`src/rtl/ksa_operand_sequencer_if.sv`:
```
// Wishbone slave bus bundle for the Kogge-Stone adder sequencer.
// The master modport drives requests; the slave modport returns ack/data.
interface ksa_operand_sequencer_if;
    logic        wbs_stb_i;
    logic        wbs_cyc_i;
    logic        wbs_we_i;
    logic [3:0]  wbs_sel_i;
    logic [31:0] wbs_dat_i;
    logic [31:0] wbs_adr_i;
    logic        wbs_ack_o;
    logic [31:0] wbs_dat_o;

    modport master (
        output wbs_stb_i, wbs_cyc_i, wbs_we_i,
        output wbs_sel_i, wbs_dat_i, wbs_adr_i,
        input  wbs_ack_o, wbs_dat_o
    );

    modport slave (
        input  wbs_stb_i, wbs_cyc_i, wbs_we_i,
        input  wbs_sel_i, wbs_dat_i, wbs_adr_i,
        output wbs_ack_o, wbs_dat_o
    );
endinterface

```
`src/rtl/ksa_operand_sequencer.sv`:
```
// Wishbone feeder/capture stage for a 16-bit Kogge-Stone adder.
// Optional accumulate mode and sticky overflow: define KSA_ACCUM_EN.
module ksa_operand_sequencer #(
    parameter logic [31:0] BASE_ADDR     = 32'h3000_0000,
    parameter int unsigned SETTLE_CYCLES = 2
) (
    input  logic                          wb_clk_i,
    input  logic                          wb_rst_ni,
    ksa_operand_sequencer_if.slave        wbs,
    output logic [15:0]                   op_a,
    output logic [15:0]                   op_b,
    input  logic [15:0]                   sum_i,
    input  logic                          cout_i,
    output logic                          irq_o
);
    typedef enum logic [2:0] {
        IDLE, LOAD, SETTLE, CAPTURE, DONE
    } state_t;

    localparam logic [3:0] SETTLE_INIT = 4'(SETTLE_CYCLES);

    state_t      state, state_nx;
    logic [3:0]  cnt;
    logic [16:0] result;
    logic        done;
    logic        busy;
    logic        capture;
    logic        load_cnt;
    logic        ack_q;
    logic [31:0] dat_q;
    logic [31:0] rdata;
    logic [31:0] stat;
    logic        access;
    logic        wr;
    logic [1:0]  rsel;
    logic        ctrl_wr;
    logic        start_go;
    logic        clr_req;
    logic        unused_bits;

    assign access = wbs.wbs_cyc_i & wbs.wbs_stb_i & ~ack_q
                  & (wbs.wbs_adr_i[31:4] == BASE_ADDR[31:4]);
    assign wr       = access & wbs.wbs_we_i;
    assign rsel     = wbs.wbs_adr_i[3:2];
    assign ctrl_wr  = wr & (rsel == 2'd2) & wbs.wbs_sel_i[0];
    assign busy     = (state == LOAD) | (state == SETTLE)
                    | (state == CAPTURE);
    assign start_go = ctrl_wr & wbs.wbs_dat_i[0] & ~busy;
    assign clr_req  = ctrl_wr & wbs.wbs_dat_i[1];
    assign irq_o    = done;

    assign wbs.wbs_ack_o = ack_q;
    assign wbs.wbs_dat_o = dat_q;

    assign unused_bits = ^{wbs.wbs_sel_i[3:2], wbs.wbs_dat_i[31:16],
                           wbs.wbs_adr_i[1:0]};

`ifdef KSA_ACCUM_EN
    logic acc_mode;
    logic ovf;

    // Accumulate-mode bit and sticky overflow flag
    always_ff @(posedge wb_clk_i or negedge wb_rst_ni) begin
        if (!wb_rst_ni) begin
            acc_mode <= 1'b0;
            ovf      <= 1'b0;
        end else begin
            if (ctrl_wr)
                acc_mode <= wbs.wbs_dat_i[2];
            if (capture)
                ovf <= ovf | cout_i;
            else if (clr_req)
                ovf <= 1'b0;
        end
    end

    assign stat = {28'b0, ovf, acc_mode, done, busy};
`else
    assign stat = {30'b0, done, busy};
`endif

    // FSM state register
    always_ff @(posedge wb_clk_i or negedge wb_rst_ni) begin
        if (!wb_rst_ni)
            state <= IDLE;
        else
            state <= state_nx;
    end

    // FSM next state and per-state strobes
    always_comb begin
        state_nx = state;
        capture  = 1'b0;
        load_cnt = 1'b0;
        unique case (state)
            IDLE:    if (start_go) state_nx = LOAD;
            LOAD: begin
                load_cnt = 1'b1;
                state_nx = SETTLE;
            end
            SETTLE:  if (cnt == 4'd1) state_nx = CAPTURE;
            CAPTURE: begin
                capture  = 1'b1;
                state_nx = DONE;
            end
            DONE:    state_nx = start_go ? LOAD : IDLE;
            default: state_nx = IDLE;
        endcase
    end

    // Settle counter: loaded in LOAD, counts down through SETTLE
    always_ff @(posedge wb_clk_i or negedge wb_rst_ni) begin
        if (!wb_rst_ni)
            cnt <= 4'd0;
        else if (load_cnt)
            cnt <= SETTLE_INIT;
        else if (state == SETTLE)
            cnt <= cnt - 4'd1;
    end

    // Operand registers; bus writes are dropped while busy
    always_ff @(posedge wb_clk_i or negedge wb_rst_ni) begin
        if (!wb_rst_ni) begin
            op_a <= 16'h0000;
            op_b <= 16'h0000;
        end else begin
`ifdef KSA_ACCUM_EN
            if (capture && acc_mode)
                op_a <= sum_i;
`endif
            if (wr && !busy && rsel == 2'd0) begin
                if (wbs.wbs_sel_i[0]) op_a[7:0]  <= wbs.wbs_dat_i[7:0];
                if (wbs.wbs_sel_i[1]) op_a[15:8] <= wbs.wbs_dat_i[15:8];
            end
            if (wr && !busy && rsel == 2'd1) begin
                if (wbs.wbs_sel_i[0]) op_b[7:0]  <= wbs.wbs_dat_i[7:0];
                if (wbs.wbs_sel_i[1]) op_b[15:8] <= wbs.wbs_dat_i[15:8];
            end
        end
    end

    // Result capture and done flag; capture beats a same-cycle clear
    always_ff @(posedge wb_clk_i or negedge wb_rst_ni) begin
        if (!wb_rst_ni) begin
            result <= 17'h0;
            done   <= 1'b0;
        end else begin
            if (capture)
                result <= {cout_i, sum_i};
            if (capture)
                done <= 1'b1;
            else if (start_go || clr_req)
                done <= 1'b0;
        end
    end

    // Read data mux
    always_comb begin
        rdata = 32'h0;
        unique case (rsel)
            2'd0: rdata = {16'h0, op_a};
            2'd1: rdata = {16'h0, op_b};
            2'd2: rdata = stat;
            2'd3: rdata = {15'h0, result};
            default: rdata = 32'h0;
        endcase
    end

    // Registered single-cycle ack; read data only alongside ack
    always_ff @(posedge wb_clk_i or negedge wb_rst_ni) begin
        if (!wb_rst_ni) begin
            ack_q <= 1'b0;
            dat_q <= 32'h0;
        end else begin
            ack_q <= access;
            dat_q <= (access && !wbs.wbs_we_i) ? rdata : 32'h0;
        end
    end
endmodule

```
`src/flat_wrapper.sv`:
```
// flat-port wrapper written by rule: the top's interface ports become plain ports
module ksa_operand_sequencer_flat 
#(
    parameter logic [31:0] BASE_ADDR     = 32'h3000_0000,
    parameter int unsigned SETTLE_CYCLES = 2
)
  (wb_clk_i, wb_rst_ni, op_a, op_b, sum_i, cout_i, irq_o, wbs_wbs_stb_i, wbs_wbs_cyc_i, wbs_wbs_we_i, wbs_wbs_sel_i, wbs_wbs_dat_i, wbs_wbs_adr_i, wbs_wbs_ack_o, wbs_wbs_dat_o);
  ksa_operand_sequencer_if wbs_i ();
  input  logic wb_clk_i;
  input  logic wb_rst_ni;
  output logic [15:0] op_a;
  output logic [15:0] op_b;
  input  logic [15:0] sum_i;
  input  logic cout_i;
  output logic irq_o;
  input wire logic [$bits(wbs_i.wbs_stb_i)-1:0] wbs_wbs_stb_i;
  input wire logic [$bits(wbs_i.wbs_cyc_i)-1:0] wbs_wbs_cyc_i;
  input wire logic [$bits(wbs_i.wbs_we_i)-1:0] wbs_wbs_we_i;
  input wire logic [$bits(wbs_i.wbs_sel_i)-1:0] wbs_wbs_sel_i;
  input wire logic [$bits(wbs_i.wbs_dat_i)-1:0] wbs_wbs_dat_i;
  input wire logic [$bits(wbs_i.wbs_adr_i)-1:0] wbs_wbs_adr_i;
  output wire logic [$bits(wbs_i.wbs_ack_o)-1:0] wbs_wbs_ack_o;
  output wire logic [$bits(wbs_i.wbs_dat_o)-1:0] wbs_wbs_dat_o;
  assign wbs_i.wbs_stb_i = wbs_wbs_stb_i;
  assign wbs_i.wbs_cyc_i = wbs_wbs_cyc_i;
  assign wbs_i.wbs_we_i = wbs_wbs_we_i;
  assign wbs_i.wbs_sel_i = wbs_wbs_sel_i;
  assign wbs_i.wbs_dat_i = wbs_wbs_dat_i;
  assign wbs_i.wbs_adr_i = wbs_wbs_adr_i;
  assign wbs_wbs_ack_o = wbs_i.wbs_ack_o;
  assign wbs_wbs_dat_o = wbs_i.wbs_dat_o;
  ksa_operand_sequencer #(.BASE_ADDR(BASE_ADDR), .SETTLE_CYCLES(SETTLE_CYCLES)) u_core (.wb_clk_i(wb_clk_i), .wb_rst_ni(wb_rst_ni), .wbs(wbs_i), .op_a(op_a), .op_b(op_b), .sum_i(sum_i), .cout_i(cout_i), .irq_o(irq_o));
endmodule
```
`config.mk`:
```
export PLATFORM = sky130hd
export DESIGN_NAME = ksa_operand_sequencer_flat
export DESIGN_NICKNAME = d
export VERILOG_FILES = /design/src/rtl/ksa_operand_sequencer_if.sv /design/src/rtl/ksa_operand_sequencer.sv /design/src/flat_wrapper.sv
export SDC_FILE = /design/constraint.sdc
export NUM_CORES = 1
export LEC_CHECK = 0
export CORE_MARGIN = 10
export CORE_UTILIZATION = 38
export CTS_CLUSTER_SIZE = 20
export DETAILED_ROUTE_END_ITERATION = 12
export PLACE_DENSITY = 0.82
export SKIP_LAST_GASP = 1
export SLEW_MARGIN = 0
export SYNTH_ARGS = -nofsm -noshare
export SYNTH_HDL_FRONTEND = slang
export SYNTH_SLANG_ARGS = --single-unit
```
`constraint.sdc`:
```
create_clock -name wb_clk_i -period 1.8 [get_ports wb_clk_i]
set_clock_uncertainty 0.15 [all_clocks]
set_input_delay 0.18 -clock wb_clk_i [delete_from_list [all_inputs] [get_ports wb_clk_i]]
set_output_delay 0.18 -clock wb_clk_i [all_outputs]
set_load 0.02 [all_outputs]
```
==> parameters.txt <==
Parameter                              Value

Yosys
  Post-synthesis area per instance    between 10 and 15 um2
  Fraction of synthesized cell area taken by the top area cell type    0.528
  Netlist area before placement    approximately 3600 um2
  Seq cells post-synth    between 70 and 80
  Library cell with the largest summed area after synthesis    dfrtp_1
  Share of synthesized registers carrying an async set or reset    1.00
  Most frequently used cell type in the post-synthesis netlist    dfrtp_1
  Number of synthesized flops with an enable pin    0
  Proportion of synthesized chip area in sequential cells    0.528
  Yosys cell types    34
  Warnings, synthesis    0
  Gate count after technology mapping    between 200 and 300
  Top FF cell, synth    dfrtp_1
  Most numerous cell types in the synthesized netlist    75 x dfrtp_1, 55 x nand2_1, 46 x mux2_2
  Top cells by area in the synthesized netlist    dfrtp_1 53%, mux2_2 15%, nor4_4 6.0%, nand2_1 5.8%, a22oi_1 3.4%

Power and ir drop
  Clock group share of total power    0.353
  Highest ir drop seen on vdd    a little under 0.3 mV
  Seq pwr share    0.531
  Overall power of the completed layout    approximately 3200 uW
  Power density relative to cell area    585 nW/um2
  Power Internal    between 2000 and 2500 uW
  Combinational Power Share    0.116
  Switching Power    around 830 uW
  Net Sw Frac    0.258
  Leak    between 0.002 and 0.0025 uW

Floorplan
  Die width    117 um
  Standard cell core area    between 9000 and 10000 um2
  Height of the die    approximately 120 um
  Standard-cell rows    35
  Initial Util    0.387
  Die Footprint    between 10000 and 15000 um2
  Number of top-level pins    between 150 and 200

CTS
  Max Buffers Root-to-Sink    2
  CTS tree    yes
  Clock Latency Late Sink    around 0.36 ns
  Inserted Clock Buffers    9
  Clock edge transition at the registers on the reported setup and hold paths    roughly 0.07 ns
  CTS H-Tree Depth    3
  Library cell used as clock root buffer    clkbuf_8
  TritonCTS Sinks    75

Finish
  Total inserted antenna cells    0
  Filler Cell Count    745
  Fraction of layout instances using a drive strength above 1    0.286
  Finished Layout Cells    562
  Post-layout net count    around 540
  Growth of design area from synthesis to finish    55.3%

Detailed routing
  DRT antenna net count    0
  Drt pass-1 iters    4
  Number of violations reported at the end of detailed-routing iteration 0    167
  Final WL    11000 um
  DRC violations left    0
  Routed len/inst    a little under 20 um
  Total number of vias    between 2000 and 3000
  Vias/cell    approximately 5.0

STA
  Setup repair after global routing missed its margin    true
  FMAX    507 MHz
  Hold violation total from the final report    0
  Final Max Tran Viols    0
  Number of endpoints failing setup at the final stage    46
  Setup ws final    -0.172 ns
  Post-route fraction of the period consumed by the critical path    1.10
  Clock period minus worst slack    between 1.5 and 2 ns
  Final Hold Slack    roughly 0.18 ns

Placement
  Detail Placement HPWL    8230 um
  I/O Buffers    120
  Global placement routability congestion    just over 0.8
  Cell total after placement    between 500 and 600
  Post-Place Worst Slack    -0.620 ns

Global routing
  Maximum number of pins on one net before global-route repair    39
  Initial antenna violation count    0
  Wire length of the first global-routing pass    ~17000 um
  GRT Util Overall    0.161
  Via count of the first global-routing pass    3068
  Final global-route overflow total    0

Worst setup path
  Required time reported for the critical path endpoint    1.89 ns
  Worst-path fanout max    8
  Data arrival at the endpoint of the critical path    slightly above 2 ns
  Sort of element at the start of the critical path    register
  Kind of capture point of the worst setup path    register
  Crit Path Category    register to register

Job
  MaxCap Viol Count    0

Run status
  Violations in the final reports    setup timing
  Result of the run    complete, but fails checks

Hold path
  Worst min-delay path category    primary input to asynchronous set/reset pin
## cell type report
type | count | area [um2] | area share
Sequential cell | 75 | 1880 | 0.340
Multi-Input combinational cell | 202 | 1790 | 0.325
Timing Repair Buffer | 153 | 1530 | 0.276
Tap cell | 111 | 139 | 0.0251
Clock buffer | 10 | 128 | 0.0231
Clock inverter | 6 | 41.3 | 0.00748
Inverter | 5 | 18.8 | 0.00340
## path summary, 6_finish.rpt
check | end | slack [ns] | cells past startpoint | start
max | u_core.op_b[2] | -0.17 | 5 | u_core.wbs.wbs_ack_o
min | u_core.result[0] | 0.18 | 2 | wb_rst_ni
max reg2reg | u_core.op_b[2] | -0.17 | 5 | u_core.wbs.wbs_ack_o
min reg2reg | u_core.result[13] | 0.33 | 2 | u_core.result[13]
max in group asynchronous | u_core.op_b[14] | 0.75 | 3 | wb_rst_ni
min in group wb_clk_i | u_core.result[9] | 0.19 | 3 | sum_i[9]
## routing by layer
layer / routed length [um] / GRT usage / vias up
met5: 0 / 0 / -
met4: 124 / 0.0354 / 0
met3: 924 / 0.0586 / 11
met2: 5750 / 0.274 / 96
met1: 4250 / 0.189 / 1413
li1: - / - / 1318
## metrics by stage
| step | setup TNS [ns] | util | area [um2] |
|---|---|---|---|
| 2_1_floorplan | -5.42 | - | 3660 |
| 3_3_place_gp | -26.57 | 0.546 | 5020 |
| 3_5_place_dp | -29.27 | 0.546 | 5020 |
| 4_1_cts | -6.33 | 0.574 | 5280 |
| 5_1_grt | -7.59 | 0.601 | 5520 |
| 6_report | -5.38 | 0.601 | 5520 |
## kinds of logic after synthesis
kind of cell	synth area share
xor gates and xnor gates	0.00246
adders and majority gates	0.00704
and+or+nand+nor	0.192
muxes	0.158
AOI/OAI and AO/OA	0.0588
DFF	0.528
buffers and inverters	0.0528
other	0.00105
## placed cells by master (no fill, tap or decap), drive strengths merged, types with 4 or more instances in the layout
master | Yosys | routed
inv | 4 | 5
a22oi | 16 | 16
a21oi | 6 | 6
dfrtp | 75 | 75
o21ai | 4 | 4
nand2 | 55 | 55
dlygate4sd2 | 0 | 7
buf | 19 | 33
clkbuf | 10 | 10
mux2 | 46 | 46
nor4 | 10 | 10
nor3 | 18 | 18
clkdlybuf4s50 | 0 | 111
conb | 1 | 15
nor2 | 5 | 5
## registers in the layout (all words and copies together) (netlist names)
name	count
u_core.wbs.wbs_ack_o	1
u_core.result	17
u_core.irq_o	1
u_core.op_a	16
u_core.op_b	16
u_core.state	3
u_core.cnt	4
u_core.wbs.wbs_dat_o	17
## worst max-delay path: stages (launching register included)
cell	delay (ns)
dfrtp_1	0.38
and4bb_1	0.31
nand4_4	0.23
nor4_4	0.22
buf_6	0.20
mux2_2	0.35
## power groups by stage
stage / clock [uW] / sequential [uW] / combinational (uW)
after floorplan: 0 / 1740 / 143
after global placement: 0 / 1750 / 359
after detailed placement: 0 / 1750 / 366
after CTS: 1160 / 1710 / 366
after global routing: 1240 / 1720 / 407
final: 1140 / 1710 / 376
## timing repair
| item | 4_1_cts | 5_1_grt |
|---|---|---|
| buffers inserted | 0 | 6 |
| hold buffers | 1 | 0 |
| pin swaps | 3 | 12 |
| setup endpoints to repair | 50 | 51 |
| gates resized for setup | 32 | 37 |
| endpoints found under the hold margin | 37 | 0 |
No activity file was read; power rests on OpenSTA's default activity.
